===== src/rtl/mem_arb_pkg.sv =====
// Shared types for the fetch/data memory port arbiter: FSM states, owner
// encoding, MemType constants and the round-robin owner pick.
package mem_arb_pkg;

  typedef enum logic [1:0] {
    IDLE  = 2'd0,
    ISSUE = 2'd1,
    WAIT  = 2'd2
  } arbState_t;

  typedef enum logic {
    OWN_IF = 1'b0,
    OWN_DM = 1'b1
  } owner_t;

  localparam logic MEMTYPE_WORD = 1'b0;
  localparam logic MEMTYPE_BYTE = 1'b1;

  // When both requesters are eligible, the one that did not finish last wins.
  function automatic owner_t pickOwner(input logic ifElig, input logic dmElig,
                                       input owner_t lastOwner);
    owner_t pick;
    if (ifElig && dmElig) begin
      if (lastOwner == OWN_IF) begin
        pick = OWN_DM;
      end else begin
        pick = OWN_IF;
      end
    end else if (dmElig) begin
      pick = OWN_DM;
    end else begin
      pick = OWN_IF;
    end
    return pick;
  endfunction

endpackage


===== src/rtl/mem_arb_watchdog.sv =====
// Transaction watchdog: counts cycles spent in ISSUE/WAIT and flags expiry on
// the TIMEOUT-th cycle of a transaction.
module mem_arb_watchdog
  import mem_arb_pkg::*;
#(
  parameter int TIMEOUT = 64
) (
  input  logic clk,
  input  logic reset,
  input  logic clear,
  input  logic enable,
  output logic expire
);
  localparam int CW = $clog2(TIMEOUT);

  logic [CW-1:0] cnt;

  // Cycle counter, restarted whenever a new transaction is issued.
  always_ff @(posedge clk or negedge reset) begin
    if (!reset) begin
      cnt <= '0;
    end else if (clear) begin
      cnt <= '0;
    end else if (enable) begin
      cnt <= cnt + CW'(1);
    end
  end

  assign expire = enable && (cnt == CW'(TIMEOUT - 1));

endmodule


===== src/rtl/mem_port_arbiter.sv =====
// Shares one single-port, variable-latency memory between instruction fetch
// and the data stage, one outstanding transaction at a time.
module mem_port_arbiter
  import mem_arb_pkg::*;
#(
  parameter int ADDR_W  = 32,
  parameter int DATA_W  = 32,
  parameter int TIMEOUT = 64
) (
  input  logic              clk,
  input  logic              reset,
  input  logic              if_req,
  input  logic [ADDR_W-1:0] if_addr,
  output logic [DATA_W-1:0] if_rdata,
  output logic              if_done,
  input  logic              dm_req,
  input  logic              dm_we,
  input  logic              dm_type,
  input  logic [ADDR_W-1:0] dm_addr,
  input  logic [DATA_W-1:0] dm_wdata,
  output logic [DATA_W-1:0] dm_rdata,
  output logic              dm_done,
  output logic              stall_if,
  output logic              stall_dm,
  output logic              mem_req,
  output logic              mem_we,
  output logic              mem_byte,
  output logic [ADDR_W-1:0] mem_addr,
  output logic [DATA_W-1:0] mem_wdata,
  input  logic              mem_gnt,
  input  logic              mem_rvalid,
  input  logic [DATA_W-1:0] mem_rdata,
  output logic              timeout_err
);
  arbState_t         state, stateNext;
  owner_t            owner, lastOwner, grantOwner;
  logic              ifElig, dmElig, grant, finish, timedOut;
  logic              wdEnable, wdExpire;
  logic [DATA_W-1:0] finData;

  // A requester whose done pulse is high right now is already served.
  assign ifElig   = if_req & ~if_done;
  assign dmElig   = dm_req & ~dm_done;
  assign stall_if = if_req & ~if_done;
  assign stall_dm = dm_req & ~dm_done;
  assign wdEnable = (state == ISSUE) || (state == WAIT);
  assign finData  = (timedOut || mem_we) ? '0 : mem_rdata;

  mem_arb_watchdog #(.TIMEOUT(TIMEOUT)) uWatchdog (
    .clk    (clk),
    .reset  (reset),
    .clear  (grant),
    .enable (wdEnable),
    .expire (wdExpire)
  );

  // Arbitration and issue/wait sequencing; rvalid beats a coincident expiry.
  always_comb begin
    stateNext  = state;
    grant      = 1'b0;
    grantOwner = OWN_IF;
    finish     = 1'b0;
    timedOut   = 1'b0;
    case (state)
      IDLE: begin
        if (ifElig || dmElig) begin
          grant      = 1'b1;
          grantOwner = pickOwner(ifElig, dmElig, lastOwner);
          stateNext  = ISSUE;
        end else begin
          stateNext = IDLE;
        end
      end
      ISSUE: begin
        if (wdExpire) begin
          finish    = 1'b1;
          timedOut  = 1'b1;
          stateNext = IDLE;
        end else if (mem_gnt) begin
          stateNext = WAIT;
        end else begin
          stateNext = ISSUE;
        end
      end
      WAIT: begin
        if (mem_rvalid) begin
          finish    = 1'b1;
          stateNext = IDLE;
        end else if (wdExpire) begin
          finish    = 1'b1;
          timedOut  = 1'b1;
          stateNext = IDLE;
        end else begin
          stateNext = WAIT;
        end
      end
      default: begin
        stateNext = IDLE;
      end
    endcase
  end

  // State, request latches, completion pulses and read-data capture.
  always_ff @(posedge clk or negedge reset) begin
    if (!reset) begin
      state       <= IDLE;
      owner       <= OWN_IF;
      lastOwner   <= OWN_IF;
      mem_req     <= 1'b0;
      mem_we      <= 1'b0;
      mem_byte    <= 1'b0;
      mem_addr    <= '0;
      mem_wdata   <= '0;
      if_done     <= 1'b0;
      dm_done     <= 1'b0;
      if_rdata    <= '0;
      dm_rdata    <= '0;
      timeout_err <= 1'b0;
    end else begin
      state   <= stateNext;
      mem_req <= (stateNext == ISSUE);
      if_done <= finish && (owner == OWN_IF);
      dm_done <= finish && (owner == OWN_DM);
      if (grant) begin
        owner <= grantOwner;
        if (grantOwner == OWN_DM) begin
          mem_we    <= dm_we;
          mem_byte  <= (dm_type == MEMTYPE_BYTE);
          mem_addr  <= dm_addr;
          mem_wdata <= dm_wdata;
        end else begin
          mem_we    <= 1'b0;
          mem_byte  <= 1'b0;
          mem_addr  <= if_addr;
          mem_wdata <= '0;
        end
      end
      if (finish) begin
        lastOwner <= owner;
        if (owner == OWN_IF) begin
          if_rdata <= finData;
        end else begin
          dm_rdata <= finData;
        end
      end
      if (timedOut) begin
        timeout_err <= 1'b1;
      end
    end
  end

endmodule


===== config.mk =====
export PLATFORM = sky130hd
export DESIGN_NAME = mem_port_arbiter
export DESIGN_NICKNAME = d
export VERILOG_FILES = /design/src/rtl/mem_arb_pkg.sv /design/src/rtl/mem_arb_watchdog.sv /design/src/rtl/mem_port_arbiter.sv
export SDC_FILE = /design/constraint.sdc
export NUM_CORES = 1
export LEC_CHECK = 0
export ABC_AREA = 1
export CAP_MARGIN = 20
export CORE_ASPECT_RATIO = 0.9
export CORE_MARGIN = 3
export CORE_UTILIZATION = 45
export CTS_BUF_LIST = sky130_fd_sc_hd__clkbuf_16
export CTS_CLUSTER_SIZE = 25
export DETAILED_ROUTE_END_ITERATION = 16
export PLACE_DENSITY = 0.85
export SLEW_MARGIN = 20
export SYNTH_ARGS = -nofsm -noshare
export SYNTH_HDL_FRONTEND = slang
export SYNTH_SLANG_ARGS = --single-unit

===== constraint.sdc =====
create_clock -name clk -period 4.34 [get_ports clk]
set_input_delay 0.868 -clock clk [delete_from_list [all_inputs] [get_ports clk]]
set_output_delay 0.868 -clock clk [all_outputs]
set_load 0.02 [all_outputs]

==> run metrics <==
combined area of the multi-input logic cells 2120 sq um; final weighted congestion in routability-driven placement 0.826; part of the power in registers 0.322; Seq/Total Area, Yosys 0.587; Die Height 117 microns; total track usage 0.247; Clk pin slew, worst setup/hold paths 60 ps; final-layout setup total negative slack 0 ps; total routed wirelength 19.0 mm; Iter 0 DRT Violations 404; DP Worst Slack 1120 ps; worst hold path class input port to async pin; final routed wire length divided by cell count 17.0 microns; # nets final 1082; total leakage power 4.47 nW; CTS tree done; logic depth of the worst register-to-register path 11; fraction of power spent switching nets 0.406; Antenna Violating Nets Remaining 0; areal power density over the cells 723 nW/um^2; first-pass GRT wire length 28.6 mm; overall power after layout 6.82 mW; ys async rst share 1.00; #FFs+latches synth 144; cell-internal power 4.05 mW; Port Buf Inserts 271; TritonCTS Sinks 144; shortest clock period the worst path allows after layout 3220 ps; starting utilization of the core area 0.471; number of buffer and inverter instances along the worst setup path 3; dominant register cell in the synthesized netlist sky130_fd_sc_hd__dfrtp_1; vias 5650; via count of the first global-routing pass 5416; number of buffers added by the clock tree synthesis step 17; clock network latency to the later pin of the worst-skew pair 430 ps; cell type group with the largest total delay on the critical path buffers and inverters; antenna violations before repair 0; # fillers 972; Most Frequent Cell on Critical Path sky130_fd_sc_hd__clkdlybuf4s50_1; number of instances in the synthesized netlist 683; Max Clk Rate 0.310 GHz; type of the worst setup path input port to output pin; post-cts repair resize count 0; total non-filler cell area in the finished layout 9440 sq um; slowest cell delay on critical path 680 ps; P&R area growth vs syn 53.9%; Post-CTS Hold Fix Bufs 0; launching element type of the critical path input port; sequential cell area in the final layout 3600 sq um; worst relative slew slack 0.491; Cell Chain, Critical Path clkdlybuf4s50_1 -> inv_1 -> nor2_1 -> clkdlybuf4s50_1; Worst EP arrival 2350 ps; overflow left after global routing 0; Max stage delay cell, worst path sky130_fd_sc_hd__clkdlybuf4s50_1; switching power summed over all nets 2.77 mW; Antenna diodes 0; TritonRoute pass-1 iters 4; Final period util 0.742; peak fanout along the critical path 3; Clock Power Share 0.190; number of top-level design ports 272; Yosys warnings 0; number of gates on the worst path with buffers counted 4; Worst Slack Setup Final 1120 ps; final number of hold-violating endpoints 0; max_cap viols 0; clock skew 10.6 ps; root buffer selected by CTS sky130_fd_sc_hd__clkbuf_16; total cell area at the placement stage 8920 sq um; Die Wd 129 microns; Worst-Margin Slew 762 ps; num rows 39; average via count per standard cell 5.05; Final setup viols 0; number of max-slew violations in the final report 0; largest net degree at the start of global routing 85; Worst IR Drop VDD 614 uV; # H-tree levels 4; crit end category output pin; Synthesized Nets 824; number of library cell types mapped by synthesis 25; dpl hpwl 13.0 mm; Req. time, crit path 3470 ps; Longest Clk Path Bufs 2; fraction of final layout cells with drive strength greater than 1 0.0556; core box area 13000 sq um; Comb pwr share 0.488; status complete, no violations; overall die area 15100 sq um; number of enable-type register cells in the synthesized netlist 0; setup repair after global routing missed its margin false; mapped cell area 6140 sq um; average cell area after synthesis 8.99 sq um; post-detailed-route DRC marker count 0; critical path startpoint if_req; worst flop-to-flop path startpoint state[0]; number of buffers added for setup after CTS 0
-- state kept, by name, summed over array words and instances, names as in the netlist --
name,cells
mem_req,1
mem_we,1
state,2
dm_rdata,32
if_rdata,32
dm_done,1
mem_byte,1
lastOwner,1
mem_addr,32
if_done,1
mem_wdata,32
owner,1
uWatchdog.cnt,6
timeout_err,1
-- power by group through the flow --
stage / clock (mW) / combinational [mW] / sequential, mW
final: 1.29 / 3.33 / 2.20
after global routing: 1.39 / 3.56 / 2.26
after CTS: 1.32 / 3.36 / 2.20
after detailed placement: 0 / 3.34 / 2.20
after global placement: 0 / 3.29 / 2.19
after floorplan: 0 / 1.17 / 2.81
-- metal layers --
| layer | vias to the layer above | part of all wire | track usage |
|---|---|---|---|
| met4 | 0 | 0.038 | 0.115 |
| li1 | 2726 | - | - |
| met5 | - | 0 | 0 |
| met3 | 44 | 0.063 | 0.0730 |
| met1 | 2662 | 0.40 | 0.311 |
| met2 | 218 | 0.50 | 0.395 |
-- synthesized netlist by cell type, drive strengths merged (2+ instances only) --
library cell / number / area share
inv: 51 / 0.031
nor2: 75 / 0.048
nand2: 178 / 0.11
a21oi: 71 / 0.058
o21ai: 7 / 0.0063
nand3: 70 / 0.058
a22o: 33 / 0.047
buf: 30 / 0.030
nand4: 2 / 0.0020
ha: 5 / 0.010
clkbuf: 14 / 0.0086
dfrtp: 144 / 0.59
-- path summary, 6_finish.rpt --
kind                                 end  slack [ps]
min in group clk             if_rdata[5]         480
max reg2reg                 dm_rdata[19]        1930
min reg2reg                  if_rdata[5]         480
min                          dm_rdata[9]         480
max in group asynchronous  mem_wdata[28]        2930
max                             stall_if        1120
-- stage by stage --
step | utilization | cells | hold WS [ps]
after floorplan | - | 683 | 456
after global placement | 0.685 | 1086 | 457
after detailed placement | 0.685 | 1086 | 465
after CTS | 0.725 | 1118 | 481
after global routing | 0.725 | 1118 | 492
final | 0.725 | 1118 | 478
-- cell families (layout without fill, tap and decap cells) --
group | Yosys count | count (layout) | synth area share
adder cells (fa/ha/maj) | 5 | 5 | 0.0102
AND/OR/NAND/NOR | 327 | 327 | 0.221
flip-flops | 144 | 144 | 0.587
AO/OA/AOI/OAI | 111 | 111 | 0.111
buffers and inverters | 96 | 367 | 0.0701
-- worst register-to-register path: stages, from the launching register on --
cell                      delay (ps)
sky130_fd_sc_hd__dfrtp_1         390
sky130_fd_sc_hd__inv_1            70
sky130_fd_sc_hd__ha_1            500
sky130_fd_sc_hd__nand2_4         110
sky130_fd_sc_hd__nor2_4          120
sky130_fd_sc_hd__nand2_2          80
sky130_fd_sc_hd__nand2_2          90
sky130_fd_sc_hd__nand2_2          70
sky130_fd_sc_hd__nor2_4          110
sky130_fd_sc_hd__buf_4           520
sky130_fd_sc_hd__nand3_1         210
sky130_fd_sc_hd__nand2_1         100
-- cell type report --
class	instances	share of cell area
Timing Repair Buffer	283	0.297
Inverter	52	0.0207
Sequential cell	144	0.382
Multi-Input combinational cell	443	0.224
Clock inverter	15	0.0101
Tap cell	164	0.0217
Clock buffer	17	0.0450
-- layout by cell type, fill, tap and decap left out --
cell type / count
sky130_fd_sc_hd__clkbuf_16: 17
sky130_fd_sc_hd__nand4_1: 2
sky130_fd_sc_hd__ha_1: 5
sky130_fd_sc_hd__o21ai_4: 1
sky130_fd_sc_hd__nand3_1: 69
sky130_fd_sc_hd__clkinv_2: 3
sky130_fd_sc_hd__clkdlybuf4s50_1: 270
sky130_fd_sc_hd__nor3b_1: 1
sky130_fd_sc_hd__nand2_4: 1
sky130_fd_sc_hd__clkinv_1: 4
sky130_fd_sc_hd__clkinv_4: 1
sky130_fd_sc_hd__nand2_2: 3
sky130_fd_sc_hd__dfrtp_1: 144
sky130_fd_sc_hd__nor3_1: 1
sky130_fd_sc_hd__nor2_1: 72
sky130_fd_sc_hd__buf_6: 1
sky130_fd_sc_hd__nand2_1: 174
sky130_fd_sc_hd__nor2_4: 2
sky130_fd_sc_hd__o21ai_0: 6
sky130_fd_sc_hd__nand3_2: 1
sky130_fd_sc_hd__inv_1: 49
sky130_fd_sc_hd__inv_6: 3
sky130_fd_sc_hd__clkinvlp_4: 4
sky130_fd_sc_hd__nor2_2: 1
sky130_fd_sc_hd__a22o_1: 33
sky130_fd_sc_hd__buf_4: 12
sky130_fd_sc_hd__a21oi_1: 71
sky130_fd_sc_hd__inv_2: 3
(Power assumes the default switching activity.)
